==> src/rtl/dtw_sequencer_if.sv <==
// rtl/dtw_sequencer_if.sv - command handshake bundle for the DTW sequencer
interface dtw_sequencer_if;
  logic        i_cmd_valid;
  logic        o_cmd_ready;
  logic [1:0]  i_cmd_op;
  logic [31:0] i_cmd_ref_len;

  modport master (
    output i_cmd_valid,
    output i_cmd_op,
    output i_cmd_ref_len,
    input  o_cmd_ready
  );

  modport slave (
    input  i_cmd_valid,
    input  i_cmd_op,
    input  i_cmd_ref_len,
    output o_cmd_ready
  );
endinterface

==> src/rtl/dtw_sequencer.sv <==
// rtl/dtw_sequencer.sv - job sequencer driving a DTW core through reset, reference load and query runs
// Accepts LOAD/RUN commands, supervises the core with timeout/abort, reports sticky errors.
module dtw_sequencer #(
  parameter int RST_CYCLES = 4,
  parameter int TO_WIDTH   = 24,
  parameter int CNT_WIDTH  = 16
) (
  input  logic                 clk,
  input  logic                 rst,
  dtw_sequencer_if.slave       cmd,
  input  logic                 i_abort,
  input  logic [TO_WIDTH-1:0]  i_timeout,
  output logic                 o_core_rst,
  output logic                 o_core_rs,
  output logic                 o_core_mode,
  output logic [31:0]          o_core_ref_len,
  input  logic                 i_core_busy,
  input  logic                 i_core_load_done,
  output logic                 o_done_stb,
  output logic [1:0]           o_err,
  output logic                 o_ref_valid,
  output logic [2:0]           o_state,
  output logic [CNT_WIDTH-1:0] o_job_count
);

  localparam logic [2:0] S_IDLE     = 3'd0;
  localparam logic [2:0] S_CRST     = 3'd1;
  localparam logic [2:0] S_LOAD     = 3'd2;
  localparam logic [2:0] S_RUN_ARM  = 3'd3;
  localparam logic [2:0] S_RUN_WAIT = 3'd4;
  localparam logic [2:0] S_DONE     = 3'd5;
  localparam logic [2:0] S_ERR      = 3'd6;

  localparam int RC_W = (RST_CYCLES > 1) ? $clog2(RST_CYCLES) : 1;
  localparam logic [RC_W-1:0] RC_LAST = RC_W'(RST_CYCLES - 1);

  logic [2:0]           state_q, state_d;
  logic [TO_WIDTH-1:0]  cnt_q, cnt_d, cnt_inc;
  logic [RC_W-1:0]      rst_cnt_q, rst_cnt_d;
  logic                 job_load_q, job_load_d;
  logic [1:0]           err_q, err_d;
  logic                 ref_valid_q, ref_valid_d;
  logic [31:0]          ref_len_q, ref_len_d;
  logic [CNT_WIDTH-1:0] job_count_q, job_count_d;
  logic                 active;
  logic                 timeout_hit;

  assign active      = (state_q == S_LOAD) || (state_q == S_RUN_ARM) || (state_q == S_RUN_WAIT);
  assign cnt_inc     = cnt_q + TO_WIDTH'(1);
  // Fires on the cycle whose increment would reach the limit, so ERR lands exactly i_timeout cycles after entry.
  assign timeout_hit = (i_timeout != '0) && (cnt_inc == i_timeout);

  always_comb begin
    state_d     = state_q;
    cnt_d       = active ? cnt_inc : '0;
    rst_cnt_d   = '0;
    job_load_d  = job_load_q;
    err_d       = err_q;
    ref_valid_d = ref_valid_q;
    ref_len_d   = ref_len_q;
    job_count_d = job_count_q;
    case (state_q)
      S_IDLE: begin
        if (cmd.i_cmd_valid) begin
          err_d = 2'd0;
          case (cmd.i_cmd_op)
            2'd0: begin
              ref_len_d   = cmd.i_cmd_ref_len;
              ref_valid_d = 1'b0;
              job_load_d  = 1'b1;
              state_d     = S_CRST;
            end
            2'd1: begin
              if (ref_valid_q) begin
                state_d = S_RUN_ARM;
              end else begin
                err_d   = 2'd2;
                state_d = S_ERR;
              end
            end
            default: begin
              err_d   = 2'd2;
              state_d = S_ERR;
            end
          endcase
        end
      end
      S_CRST: begin
        if (rst_cnt_q == RC_LAST) begin
          state_d = job_load_q ? S_LOAD : S_IDLE;
        end else begin
          rst_cnt_d = rst_cnt_q + RC_W'(1);
        end
      end
      // Priority in active states: abort, then completion/progress, then timeout.
      S_LOAD: begin
        if (i_abort) begin
          err_d       = 2'd3;
          ref_valid_d = 1'b0;
          state_d     = S_ERR;
        end else if (i_core_load_done) begin
          ref_valid_d = 1'b1;
          state_d     = S_DONE;
        end else if (timeout_hit) begin
          err_d   = 2'd1;
          state_d = S_ERR;
        end
      end
      S_RUN_ARM: begin
        if (i_abort) begin
          err_d   = 2'd3;
          state_d = S_ERR;
        end else if (i_core_busy) begin
          cnt_d   = '0;
          state_d = S_RUN_WAIT;
        end else if (timeout_hit) begin
          err_d   = 2'd1;
          state_d = S_ERR;
        end
      end
      S_RUN_WAIT: begin
        if (i_abort) begin
          err_d   = 2'd3;
          state_d = S_ERR;
        end else if (!i_core_busy) begin
          state_d = S_DONE;
        end else if (timeout_hit) begin
          err_d   = 2'd1;
          state_d = S_ERR;
        end
      end
      S_DONE: begin
        job_count_d = job_count_q + CNT_WIDTH'(1);
        state_d     = S_IDLE;
      end
      S_ERR: begin
        job_load_d = 1'b0;
        state_d    = S_CRST;
      end
      default: state_d = S_IDLE;
    endcase
  end

  always_ff @(posedge clk or posedge rst) begin
    if (rst) begin
      state_q     <= S_IDLE;
      cnt_q       <= '0;
      rst_cnt_q   <= '0;
      job_load_q  <= 1'b0;
      err_q       <= 2'd0;
      ref_valid_q <= 1'b0;
      ref_len_q   <= '0;
      job_count_q <= '0;
    end else begin
      state_q     <= state_d;
      cnt_q       <= cnt_d;
      rst_cnt_q   <= rst_cnt_d;
      job_load_q  <= job_load_d;
      err_q       <= err_d;
      ref_valid_q <= ref_valid_d;
      ref_len_q   <= ref_len_d;
      job_count_q <= job_count_d;
    end
  end

  // Core reset and ready follow rst combinationally so they are correct before the first edge.
  assign o_core_rst      = rst || (state_q == S_CRST);
  assign cmd.o_cmd_ready = !rst && (state_q == S_IDLE);
  assign o_core_rs       = active;
  assign o_core_mode     = (state_q == S_LOAD);
  assign o_core_ref_len  = ref_len_q;
  assign o_done_stb      = (state_q == S_DONE);
  assign o_err           = err_q;
  assign o_ref_valid     = ref_valid_q;
  assign o_state         = state_q;
  assign o_job_count     = job_count_q;

endmodule

==> src/flat_wrapper.sv <==
// flat-port wrapper written by rule: the top's interface ports become plain ports
module dtw_sequencer_flat 
#(
  parameter int RST_CYCLES = 4,
  parameter int TO_WIDTH   = 24,
  parameter int CNT_WIDTH  = 16
)
  (clk, rst, i_abort, i_timeout, o_core_rst, o_core_rs, o_core_mode, o_core_ref_len, i_core_busy, i_core_load_done, o_done_stb, o_err, o_ref_valid, o_state, o_job_count, cmd_i_cmd_valid, cmd_i_cmd_op, cmd_i_cmd_ref_len, cmd_o_cmd_ready);
  dtw_sequencer_if cmd_i ();
  input  logic clk;
  input  logic rst;
  input  logic i_abort;
  input  logic [TO_WIDTH-1:0] i_timeout;
  output logic o_core_rst;
  output logic o_core_rs;
  output logic o_core_mode;
  output logic [31:0] o_core_ref_len;
  input  logic i_core_busy;
  input  logic i_core_load_done;
  output logic o_done_stb;
  output logic [1:0] o_err;
  output logic o_ref_valid;
  output logic [2:0] o_state;
  output logic [CNT_WIDTH-1:0] o_job_count;
  input wire logic [$bits(cmd_i.i_cmd_valid)-1:0] cmd_i_cmd_valid;
  input wire logic [$bits(cmd_i.i_cmd_op)-1:0] cmd_i_cmd_op;
  input wire logic [$bits(cmd_i.i_cmd_ref_len)-1:0] cmd_i_cmd_ref_len;
  output wire logic [$bits(cmd_i.o_cmd_ready)-1:0] cmd_o_cmd_ready;
  assign cmd_i.i_cmd_valid = cmd_i_cmd_valid;
  assign cmd_i.i_cmd_op = cmd_i_cmd_op;
  assign cmd_i.i_cmd_ref_len = cmd_i_cmd_ref_len;
  assign cmd_o_cmd_ready = cmd_i.o_cmd_ready;
  dtw_sequencer #(.RST_CYCLES(RST_CYCLES), .TO_WIDTH(TO_WIDTH), .CNT_WIDTH(CNT_WIDTH)) u_core (.clk(clk), .rst(rst), .cmd(cmd_i), .i_abort(i_abort), .i_timeout(i_timeout), .o_core_rst(o_core_rst), .o_core_rs(o_core_rs), .o_core_mode(o_core_mode), .o_core_ref_len(o_core_ref_len), .i_core_busy(i_core_busy), .i_core_load_done(i_core_load_done), .o_done_stb(o_done_stb), .o_err(o_err), .o_ref_valid(o_ref_valid), .o_state(o_state), .o_job_count(o_job_count));
endmodule
==> config.mk <==
export PLATFORM = sky130hd
export DESIGN_NAME = dtw_sequencer_flat
export DESIGN_NICKNAME = d
export VERILOG_FILES = /design/src/rtl/dtw_sequencer_if.sv /design/src/rtl/dtw_sequencer.sv /design/src/flat_wrapper.sv
export SDC_FILE = /design/constraint.sdc
export NUM_CORES = 1
export LEC_CHECK = 0
export BUFFER_PORTS_ARGS = -buffer_cell sky130_fd_sc_hd__buf_2
export CAP_MARGIN = 20
export CORE_UTILIZATION = 50
export CTS_BUF_LIST = sky130_fd_sc_hd__clkbuf_16
export CTS_CLUSTER_DIAMETER = 40
export DETAILED_ROUTE_END_ITERATION = 8
export PLACE_DENSITY_LB_ADDON = 0.3
export SKIP_CTS_REPAIR_TIMING = 1
export SLEW_MARGIN = 25
export SYNTH_ARGS = -nofsm -noshare
export SYNTH_HDL_FRONTEND = slang
export SYNTH_SLANG_ARGS = --single-unit
==> constraint.sdc <==
create_clock -name clk -period 3.7 [get_ports clk]
set_input_delay 0.37 -clock clk [delete_from_list [all_inputs] [get_ports clk]]
set_output_delay 0.37 -clock clk [all_outputs]
set_load 0.005 [all_outputs]
==> impl_metrics.tcl <==
set metrics [dict create \
    coreArea_um2 8299 \
    drtIter0Drc 186 \
    wl_um 10320 \
    pre_cts_slack_ns 0.3971 \
    worst_pin_slew_ns 0.6166 \
    grt_pass1_vias 3331 \
    slew_headroom_pct 58.90 \
    finClkSkew_ns 0.01227 \
    drcViolationCount 0 \
    htreeDepth 3 \
    critPathArrivalTime_ns 3.62 \
    rows 33 \
    grt_use_total_pct 22.88 \
    setup_viol 0 \
    netlist_top_cells_count "dfrtp_1, nor2_1, mux2_2" \
    utilization_pct 64.47 \
    place.gp.congestion 0.9462 \
    p_per_area_nw_per_um2 611.6 \
    instances_no_fill 642 \
    synth.avg_cell_area_um2 10.58 \
    wl_per_cell_um 16.07 \
    dpl.cell_count 626 \
    yosysTopAreaCell "dfrtp_1" \
    timing.setup.tns_ns 0 \
    die-area_um2 9073 \
    tritoncts "built" \
    syn-num-nets 478 \
    syn_area_um2 4348 \
    die_height_um 95.25 \
    synth_cell_types 65 \
    n_antenna_cell 0 \
    crit_path_start_kind "flop" \
    status "completed" \
    num_vias 3708 \
    synth_area_leaders "dfrtp_1, mux2_2, xnor2_1" \
    setup.worst_path.end_class "flop" \
    die_x_um 95.25 \
    insertion_delay_ns 0.33 \
    path_clk_slew_ns 0.07 \
    numCtsBuffers 9 \
    synth_most_common_cell "dfrtp_1" \
    yosysWarnings 0 \
    cap_violations 0 \
    ys_async_sr_fraction_pct 100.0 \
    pin_count 123 \
    vias_per_cell 5.776 \
    crit_type "flop to flop" \
    synthCells 411 \
    clock-sinks 81 \
    irDropWorstVdd_uv 309.1 \
    post-route-period-util_pct 91.61 \
    clock-root-buffer "clkbuf_16" \
    post-dp-hpwl_um 7707 \
    synth_edf_count 0 \
    synth_top_area_share_pct 46.62 \
    yosys_most_used_dff "dfrtp_1" \
    cts_buffer_depth 2 \
    synthToLayoutAreaGrowth_pct 23.05 \
    synth_seq_area_share_pct 46.62 \
    drive_above_1_share_pct 36.50 \
    ys_seq_elements 81 \
    drv_slew 0 \
    fin_nets 599 \
    leakage_nw 2.469 \
    min_path_type "primary input to async pin" \
    crit_path_max_fanout 9 \
    setup_slack_ns 0.3106 \
    grt_max_degree 51 \
    grt_first_pass_wirelength_um 15930 \
    antenna_found_initial 0 \
    required_ns 3.93 \
    hold_viol_final 0 \
    grt_setup_unrepaired "false" \
    overflow 0 \
    fin_crit_ns 3.389 \
    port_buffers 122 \
    dr.pass1.iters 4 \
    initial_core_util_pct 52.39 \
    ant_nets 0 \
    fmax_mhz 295.0 \
]
-- flip-flops by register name, summed over array words and instances (netlist names) --
register and count:
u_core.o_err 2, u_core.rst_cnt_q 2, u_core.o_job_count 16, u_core.job_load_q 1
u_core.o_ref_valid 1, u_core.o_core_ref_len 32, u_core.o_state 3, u_core.cnt_q 24
-- cells by family (layout without fill, tap and decap cells) --
group / count (synthesis) / after routing / share of synthesized area [%]
buffers and inverters: 29 / 155 / 3.712
DFF: 81 / 81 / 46.62
xor gates and xnor gates: 49 / 49 / 9.870
adders and majority gates: 3 / 3 / 0.8634
and+or+nand+nor: 164 / 164 / 21.58
muxes: 37 / 37 / 9.784
AOI/OAI and AO/OA: 48 / 48 / 7.569
-- critical path, cell delays in order, from the launching register on --
cell	delay, ns
dfrtp_1	0.49
nand3_1	0.38
nor4_1	0.65
xnor2_1	0.21
o21ai_0	0.12
a2111oi_0	0.52
nand2_1	0.10
or4_4	0.57
a31o_1	0.22
-- layout make-up --
cell class | count | area [µm²]
clock buffer | 9 | 225.2
inverter | 13 | 50.05
tap | 105 | 131.4
sequential | 81 | 2027
timing repair buffer | 126 | 640.6
clock inverter | 7 | 108.9
fill | 671 | 2949
multi-input combinational | 301 | 2167
-- report_power, final --
group | total (mW) | internal, mW | switching, mW
sequential | 1.31 | 1.13 | 0.187
combinational | 0.968 | 0.506 | 0.462
clock | 0.992 | 0.607 | 0.386
-- per-layer routing --
metal	GRT usage (%)	vias to the layer above	part of all wire [%]	routed length, µm
met5	0	-	0	0
met4	6.818	0	0.99	102
met3	5.423	11	7.6	786
met2	36.90	170	48	4969
met1	30.52	1804	43	4458
li1	-	1723	-	-
-- layout by cell type, fill, tap and decap left out, types with 3 or more instances in the layout --
master	netlist	layout
buf_2	0	122
dfrtp_1	81	81
nor2_1	43	43
mux2_2	34	34
xnor2_1	31	31
nand2_1	25	25
nand3_1	22	22
xor2_1	18	18
o21ai_0	14	14
inv_1	13	12
nand4_1	11	11
nor4_1	11	11
clkbuf_16	0	9
and3_1	7	7
nor3_1	6	6
nand2b_1	6	6
a21oi_1	5	5
and4_1	5	5
nor4_2	4	4
buf_4	1	4
o22ai_1	3	3
o2bb2ai_1	3	3
or4_1	3	3
a31oi_1	3	3
ha_1	3	3
-- through the flow --
step	instance area, µm²	total power, mW	hold WS (ns)
after floorplan	4348	1.886	0.4157
after global placement	5016	2.266	0.4313
after detailed placement	5016	2.299	0.4379
after CTS	5350	3.297	0.07906
after global routing	5350	3.478	0.1044
final	5350	3.272	0.06903
-- final timing paths --
path	end	cells after the start	slack, ns	start
worst max-delay path	u_core.o_err[1]	8	0.31	u_core.cnt_q[2]
worst min register to register	u_core.rst_cnt_q[0]	1	0.45	u_core.rst_cnt_q[0]
min in group clk	u_core.o_core_ref_len[16]	2	0.26	cmd_i_cmd_ref_len[16]
max in group asynchronous	u_core.o_core_ref_len[22]	3	2.63	rst
worst min-delay path	u_core.o_job_count[11]	2	0.07	rst
worst max register to register	u_core.o_err[1]	8	0.31	u_core.cnt_q[2]
Power figures use the tool's default switching activity.
